File: src/rtl/sysref_gate_ctrl.sv
// sysref_gate_ctrl
//   Arms on request, measures one reference SYSREF period, then forwards a
//   counted number of SYSREF pulses (0 = unlimited) toward the RF-ADC with
//   one pl_clk cycle of latency. The pulse that closes the measurement is
//   never forwarded. Interval timeout, abort and sync reset return to a
//   safe state with the output low.
//
//   Optional: define SYSREF_PERIOD_CHECK_EN to compare every forwarded
//   interval against the latched period (+/-TOL); a bad interval goes to ERR.
//
// Ports
//   pl_clk      : clock, all logic on rising edge
//   pl_rst      : synchronous active-high reset
//   sysref_in   : SYSREF level already in pl_clk domain
//   arm         : one-cycle request to start a sequence (IDLE/DONE/ERR only)
//   abort       : one-cycle request to return to IDLE (highest priority)
//   num_pulses  : edges to forward, sampled with arm; 0 = unlimited
//   sysref_out  : gated, registered SYSREF
//   busy        : high in ARMED, MEASURE, FORWARD, TAIL
//   done        : high in DONE
//   err         : high in ERR
//   period      : latched reference period in pl_clk cycles
module sysref_gate_ctrl #(
   parameter int unsigned CNT_W = 16,
   parameter int unsigned TOL   = 0
) (
   input  logic             pl_clk,
   input  logic             pl_rst,
   input  logic             sysref_in,
   input  logic             arm,
   input  logic             abort,
   input  logic [7:0]       num_pulses,
   output logic             sysref_out,
   output logic             busy,
   output logic             done,
   output logic             err,
   output logic [CNT_W-1:0] period
);

`ifdef SYSREF_PERIOD_CHECK_EN
   localparam bit PERIOD_CHECK = 1'b1;
`else
   localparam bit PERIOD_CHECK = 1'b0;
`endif

   localparam logic [CNT_W-1:0] CNT_MAX = '1;
   localparam logic [CNT_W-1:0] CNT_ONE = CNT_W'(1);

   typedef enum logic [2:0] {
      IDLE, ARMED, MEASURE, FORWARD, TAIL, DONE, ERR
   } state_t;

   state_t           state, state_nx;
   logic             sysref_d;
   logic [CNT_W-1:0] cnt, cnt_nx;
   logic [7:0]       fwd_cnt, fwd_nx, fwd_inc;
   logic [7:0]       num_lat, num_nx;
   logic [CNT_W-1:0] period_nx;
   logic             out_nx;
   logic             rise;
   logic             last_edge;
   logic             period_bad;
   logic [CNT_W:0]   cnt_x, per_x, tol_x;

   assign rise      = sysref_in & ~sysref_d;
   assign fwd_inc   = fwd_cnt + 8'd1;
   assign last_edge = (num_lat != 8'd0) && (fwd_inc == num_lat);

   // One extra bit so period +/- TOL never wraps.
   assign cnt_x = {1'b0, cnt};
   assign per_x = {1'b0, period};
   assign tol_x = (CNT_W+1)'(TOL);
   assign period_bad = PERIOD_CHECK &&
                       ((cnt_x > per_x + tol_x) || (cnt_x + tol_x < per_x));

   assign busy = (state == ARMED) || (state == MEASURE) ||
                 (state == FORWARD) || (state == TAIL);
   assign done = (state == DONE);
   assign err  = (state == ERR);

   always_ff @(posedge pl_clk) begin
      if (pl_rst) begin
         state      <= IDLE;
         sysref_d   <= 1'b0;
         sysref_out <= 1'b0;
         cnt        <= '0;
         fwd_cnt    <= '0;
         num_lat    <= '0;
         period     <= '0;
      end else begin
         state      <= state_nx;
         sysref_d   <= sysref_in;
         sysref_out <= out_nx;
         cnt        <= cnt_nx;
         fwd_cnt    <= fwd_nx;
         num_lat    <= num_nx;
         period     <= period_nx;
      end
   end

   // Output gating: a rise is forwarded only when accepted in FORWARD; the
   // rest of a pulse follows only if its first cycle was forwarded
   // (sysref_out still high), which drops the pulse that ended MEASURE.
   always_comb begin
      state_nx  = state;
      cnt_nx    = cnt;
      fwd_nx    = fwd_cnt;
      num_nx    = num_lat;
      period_nx = period;
      out_nx    = 1'b0;
      if (abort) begin
         state_nx = IDLE;
      end else begin
         case (state)
            IDLE, DONE, ERR: begin
               if (arm) begin
                  state_nx = ARMED;
                  num_nx   = num_pulses;
                  fwd_nx   = '0;
                  cnt_nx   = '0;
               end
            end
            ARMED: begin
               if (rise) begin
                  state_nx = MEASURE;
                  cnt_nx   = CNT_ONE;
               end
            end
            MEASURE: begin
               if (rise) begin
                  period_nx = cnt;
                  cnt_nx    = CNT_ONE;
                  state_nx  = FORWARD;
               end else if (cnt == CNT_MAX) begin
                  state_nx = ERR;
               end else begin
                  cnt_nx = cnt + CNT_ONE;
               end
            end
            FORWARD: begin
               if (rise) begin
                  if (period_bad) begin
                     state_nx = ERR;
                  end else begin
                     fwd_nx = fwd_inc;
                     cnt_nx = CNT_ONE;
                     out_nx = 1'b1;
                     if (last_edge) state_nx = TAIL;
                  end
               end else begin
                  out_nx = sysref_in & sysref_out;
                  if (cnt == CNT_MAX) state_nx = ERR;
                  else                cnt_nx   = cnt + CNT_ONE;
               end
            end
            TAIL: begin
               out_nx = sysref_in & sysref_out;
               if (!sysref_in) state_nx = DONE;
            end
            default: state_nx = IDLE;
         endcase
      end
   end

endmodule

File: config.mk
export PLATFORM = sky130hd
export DESIGN_NAME = sysref_gate_ctrl
export DESIGN_NICKNAME = d
export VERILOG_FILES = /design/src/rtl/sysref_gate_ctrl.sv
export SDC_FILE = /design/constraint.sdc
export NUM_CORES = 1
export LEC_CHECK = 0
export CORE_MARGIN = 5
export CORE_UTILIZATION = 50
export DETAILED_ROUTE_END_ITERATION = 10
export PLACE_DENSITY_LB_ADDON = 0.15
export SLEW_MARGIN = 20
export SYNTH_ARGS = -nofsm -noshare
export SYNTH_HDL_FRONTEND = slang
export SYNTH_SLANG_ARGS = --single-unit
export TNS_END_PERCENT = 1
File: constraint.sdc
create_clock -name pl_clk -period 1.8 [get_ports pl_clk]
set_input_delay 0.27 -clock pl_clk [delete_from_list [all_inputs] [get_ports pl_clk]]
set_output_delay 0.27 -clock pl_clk [all_outputs]
set_load 0.005 [all_outputs]
Word level (Yosys, flattened, before mapping)
Index checks and enable logic that the tools add are counted.
{ "totals": {"reg_bits": 53, "in_bits": 13, "out_inout_bits": 20, "elab_cells": 61} }
{ "classes": {"addsub": 2, "eq_ne": 14, "mux": 18, "n_bitwise": 4, "n_reduce_logical": 16} }
{ "op_table": {"columns": ["cell", "count"], "rows": [
  ["16-bit two-way mux", 4],
  ["16-bit case mux with 3 select lines", 1],
  ["3-bit two-way mux", 7],
  ["16-bit by 1-bit adder with 16-bit output (second input constant)", 1],
  ["16-bit equality test (second input constant)", 1],
  ["8-bit two-way mux", 2],
  ["8-bit case mux with 2 select lines", 1],
  ["3-bit case mux with 5 select lines", 1],
  ["3-bit equality test (second input constant)", 3],
  ["8-bit by 1-bit adder with 8-bit output (second input constant)", 1],
  ["8-bit equality test", 1],
  ["2-bit inequality test (second input constant)", 4],
  ["4-bit AND reduction", 2],
  ["8-bit nonzero test", 1],
  ["3-bit by 2-bit equality test with 1-bit output (second input constant)", 2],
  ["3-bit inequality test (second input constant)", 2],
  ["3-bit AND reduction", 2],
  ["5-bit AND reduction", 1],
  ["2-bit OR reduction", 2],
  ["3-bit by 1-bit equality test with 1-bit output (second input constant)", 1],
  ["3-bit logical NOT", 1],
  ["1-bit logical OR", 3],
  ["3-bit nonzero test", 1],
  ["3-bit OR reduction", 1],
  ["6 further kinds", 8]
]} }

Depth between registers and ports, before layout
{ "logic_depth": {"word_depth": 6, "ltp_mapped": 8} }

Worst setup path after synthesis
Ideal clock, no wire load.
{ "synth_timing": {"kind": "register to register", "from": "register cnt[0]", "to": "register cnt[4]", "t_arrival_ps": 1741, "required_time_ps": 1729, "setup_slack_ps": -11, "stages_incl_launch_ff": 9, "period_less_slack_ps": 1811, "path_cell_list": "dfxtp_1 ha_1 and3_1 and4_1 buf_2 nand3_2 nand3_1 or3b_1 a21oi_1"} }
{ "synth_between": {"elab_chain_cells": 4} }
{ "synth_lines": {"columns": ["item", "line", "rtl"], "rows": [
  ["from (decl)", "55", "logic [CNT_W-1:0] cnt, cnt_nx;"],
  ["from (signal assigned)", "94", "cnt <= cnt_nx;"],
  ["16-bit by 1-bit adder with 16-bit output", "137, 153", null],
  ["16-bit two-way mux", "134, 152", null],
  ["16-bit two-way mux", "141", "if (rise) begin"],
  ["16-bit case mux with 3 select lines", "114", "case (state)"]
]} }
Parallel ways exist; a longest one is shown, timed or not. The select of a mux whose other input is x is not followed.
A chain may end at the register's enable or synchronous reset.

Final worst setup path
{ "layout_timing": {"from": "register fwd_cnt[0]", "to": "register state[2]"} }
{ "layout_between": {"elab_chain_cells": 5} }
{ "layout_lines": {"columns": ["item", "line", "rtl"], "rows": [
  ["from (decl)", "56", "logic [7:0] fwd_cnt, fwd_nx, fwd_inc;"],
  ["from (signal assigned)", "95", "fwd_cnt <= fwd_nx;"],
  ["8-bit by 1-bit adder with 8-bit output", "66", "assign fwd_inc = fwd_cnt + 8'd1;"],
  ["8-bit equality test", "67", "assign last_edge = (num_lat != 8'd0) && (fwd_inc == num_lat);"],
  ["1-bit logical AND", "67", null],
  ["3-bit inequality test (no source line)", null, null],
  ["4-bit AND reduction (no source line)", null, null],
  ["to (signal assigned)", "91", "state <= state_nx;"],
  ["to (decl)", "53", "state_t state, state_nx;"]
]} }
Every way passes these cells.

==> flow_summary.yaml <==
timing:
  max_freq_mhz: 560
  finalHoldViolCount: 0
  rsz0062_at_grt: "yes"
  worstMarginPinSlew_ns: 0.356
  setup_viol: 0
  skew_ns: 0.00648
  fin_crit_ns: 1.79
  max_slew_margin_pct: 76.2
  fin_tns_setup_ns: 0
  fin_crit_sh_pct: 99.2
  maxSlewViolCount: 0
drt:
  drc: 0
  wl_um: 6550
  postRouteAntennaNets: 0
  viasPerCell: 5.50
  num_vias: 2543
  dr.pass1.iters: 4
  avgRoutedWirePerCell_um: 14.2
  initialDrtViolationCount: 168
hold_path:
  min_to: "sysref_out"
  hold_class: "flop to flop"
  holdPathStages: 2
  min_from: "sysref_out"
power_and_ir_drop:
  pwr-share-clk_pct: 36.6
  ir_worst_vdd_mv: 0.337
  p_sw_uw: 506
  seqPwrFrac_pct: 54.1
  internal_power_uw: 1700
  finalPower_uw: 2210
  p_leak_uw: 0.00155
  power_frac_comb_pct: 9.3
  p_per_area_nw_per_um2: 602
  p_sw_share_pct: 22.9
global_routing:
  grt_pass1_vias: 2390
  grt_pass1_wl_um: 11000
  grt_max_degree: 30
  gr-total-overflow: 0
  antenna_found_initial: 0
  track_usage_pct: 18.8
final_layout:
  finalInstanceArea_um2: 3670
  fin_util_pct: 67.8
  fin_nets: 404
  drive_gt1_share_pct: 22.3
  syn_to_final_growth_pct: 34.2
  num_antenna_cells: 0
  finalNonFillerCells: 462
logic_synthesis:
  async_flop_share_pct: 0
  yosysMostFrequentCell: "dfxtp_1"
  synth_edf_count: 0
  avgSynthCellArea_um2: 8.57
  synth_top_area_cell: "dfxtp_1"
  syn_inst: 319
  synthFlopType: "dfxtp_1"
  synth.area.top_cells: "dfxtp_1 (39%), mux2i_1 (9.2%), nor2_1 (7.0%)"
  syn-num-nets: 334
  post_synth_instance_area_um2: 2730
  synth_common_cells: "dfxtp_1 (53), nor2_1 (51), mux2i_1 (25)"
  yosysWarningCount: 0
  synth_cell_types: 52
  synth-seq-cells: 53
  yosysSeqAreaShare_pct: 38.8
  synth_top_area_share_pct: 38.8
clocking:
  clock_sinks: 53
  cts_tree: "done"
  hold_buffers: 0
  clock_path_buffers: 2
  cts_max_level: 2
  clock_latency_ns: 0.31
  clk_transition_reported_paths_ns: 0.09
  cts_root_buf: "clkbuf_8"
  cts_made_buffers: 5
  postCtsSetupBuffers: 0
floorplanning:
  core_area_um2: 5410
  start_util_pct: 50.6
  die_h_um: 83.9
  die_area_um2: 7040
  io_pins: 33
  die_w_um: 83.9
  placementRows: 27
placement:
  gp_congestion: 0.893
  port_buffers: 32
  dpl.hpwl_um: 4760
  place_inst: 454
  dpl_cell_area_um2: 3450
worst_setup_path:
  reg2reg_depth: 8
  ff2ff_setup_slack_ns: 0.01
  worst_r2r_endpoint: "state[2]"
  required_ns: 2.05
  cp_max_fo: 10
  end_kind: "flop"
  r2r-start: "fwd_cnt[0]"
  worstSetupStartpointType: "flop"
  crit_arrival_ns: 2.04
  worstSetupPathType: "flop to flop"
job:
  drv_cap: 0
status:
  status: "complete, no violations"
[placed cells by master (no fill, tap or decap), types with 2 or more instances in the layout]
| cell type | n |
|---|---|
| a21o_1 | 3 |
| a21oi_1 | 15 |
| a311oi_1 | 5 |
| a31oi_1 | 4 |
| a41oi_1 | 2 |
| and2_1 | 2 |
| and3_1 | 10 |
| and3b_1 | 2 |
| and4_1 | 2 |
| buf_12 | 2 |
| buf_4 | 44 |
| buf_6 | 2 |
| clkbuf_8 | 5 |
| clkdlybuf4s50_1 | 29 |
| dfxtp_1 | 44 |
| dfxtp_2 | 7 |
| dfxtp_4 | 2 |
| dlymetal6s2s_1 | 2 |
| inv_1 | 3 |
| mux2i_1 | 25 |
| nand2_1 | 21 |
| nand2b_1 | 4 |
| nand3_1 | 14 |
| nand4_1 | 9 |
| nor2_1 | 48 |
| nor2_2 | 3 |
| nor2b_1 | 2 |
| nor2b_2 | 2 |
| nor3_1 | 5 |
| o211a_1 | 2 |
| o21ai_0 | 11 |
| or3b_1 | 2 |
| xnor2_1 | 6 |
| xor2_1 | 15 |
[cell type report]
cell class,instances,area (um2)
inverter,4,15.0
multi-input combinational,245,1660
clock buffer,6,72.6
sequential,53,1080
tap,72,90.1
timing repair buffer,80,717
fill,454,1740
clock inverter,2,38.8
[power groups by stage]
stage | registers [uW] | clock network [uW] | logic [uW]
global route | 1200 | 891 | 224
CTS | 1190 | 834 | 202
global placement | 1220 | 0 | 194
floorplan | 1220 | 0 | 107
detailed placement | 1220 | 0 | 196
finish | 1190 | 809 | 206
[worst max-delay path, cell delays in order, from the launching register on]
cell	delay, ns
dfxtp_2	0.35
ha_4	0.17
buf_4	0.17
nor4b_1	0.32
a32o_1	0.19
nor2_2	0.05
nor4_2	0.23
buf_4	0.16
o31a_1	0.10
[metal layers]
layer	global-route usage, %	up-vias	part of all wire (%)
met5	0	-	0
met4	4.97	0	1.2
met3	3.26	9	4.1
met2	32.0	66	48
met1	24.6	1186	46
li1	-	1282	-
[worst max path at each step]
stage / start / end / slack (ns)
2_1_floorplan: cnt[0] / cnt[4] / 0.003
3_3_place_gp: sysref_in / cnt[11] / -0.21
3_5_place_dp: sysref_in / cnt[11] / -0.27
4_1_cts: state[0] / done / -0.03
5_1_grt: fwd_cnt[1] / state[2] / -0.07
6_report: fwd_cnt[0] / state[2] / 0.01
[logic make-up after synthesis]
| kind of cell | count (synthesis) | share of synthesized area (%) |
|---|---|---|
| muxes | 25 | 9.16 |
| buffers and inverters | 21 | 3.53 |
| xor gates and xnor gates | 21 | 6.73 |
| and+or+nand+nor | 139 | 25.9 |
| AOI/OAI and AO/OA | 58 | 15.0 |
| adders and majority gates | 2 | 0.916 |
| DFF | 53 | 38.8 |
[per-stage QoR]
| step | worst slack (ns) | hold WS [ns] |
|---|---|---|
| 3_3_place_gp | -0.214 | 0.473 |
| 4_1_cts | -0.0325 | 0.506 |
| 5_1_grt | -0.0712 | 0.538 |
| 2_1_floorplan | 0.00283 | 0.386 |
| 3_5_place_dp | -0.273 | 0.487 |
| 6_report | 0.0140 | 0.503 |
[timing repair]
action	CTS	global route
pin swaps	4	1
endpoints found under the setup margin	9	21
hold endpoints to repair	0	0
resized for setup	17	17
[flip-flops by register name (all words and copies together) (netlist names)]
name	count
num_lat	8
state	3
sysref_d	1
period	16
cnt	16
fwd_cnt	8
sysref_out	1
Note: power is estimated with default switching activity, not from simulation.
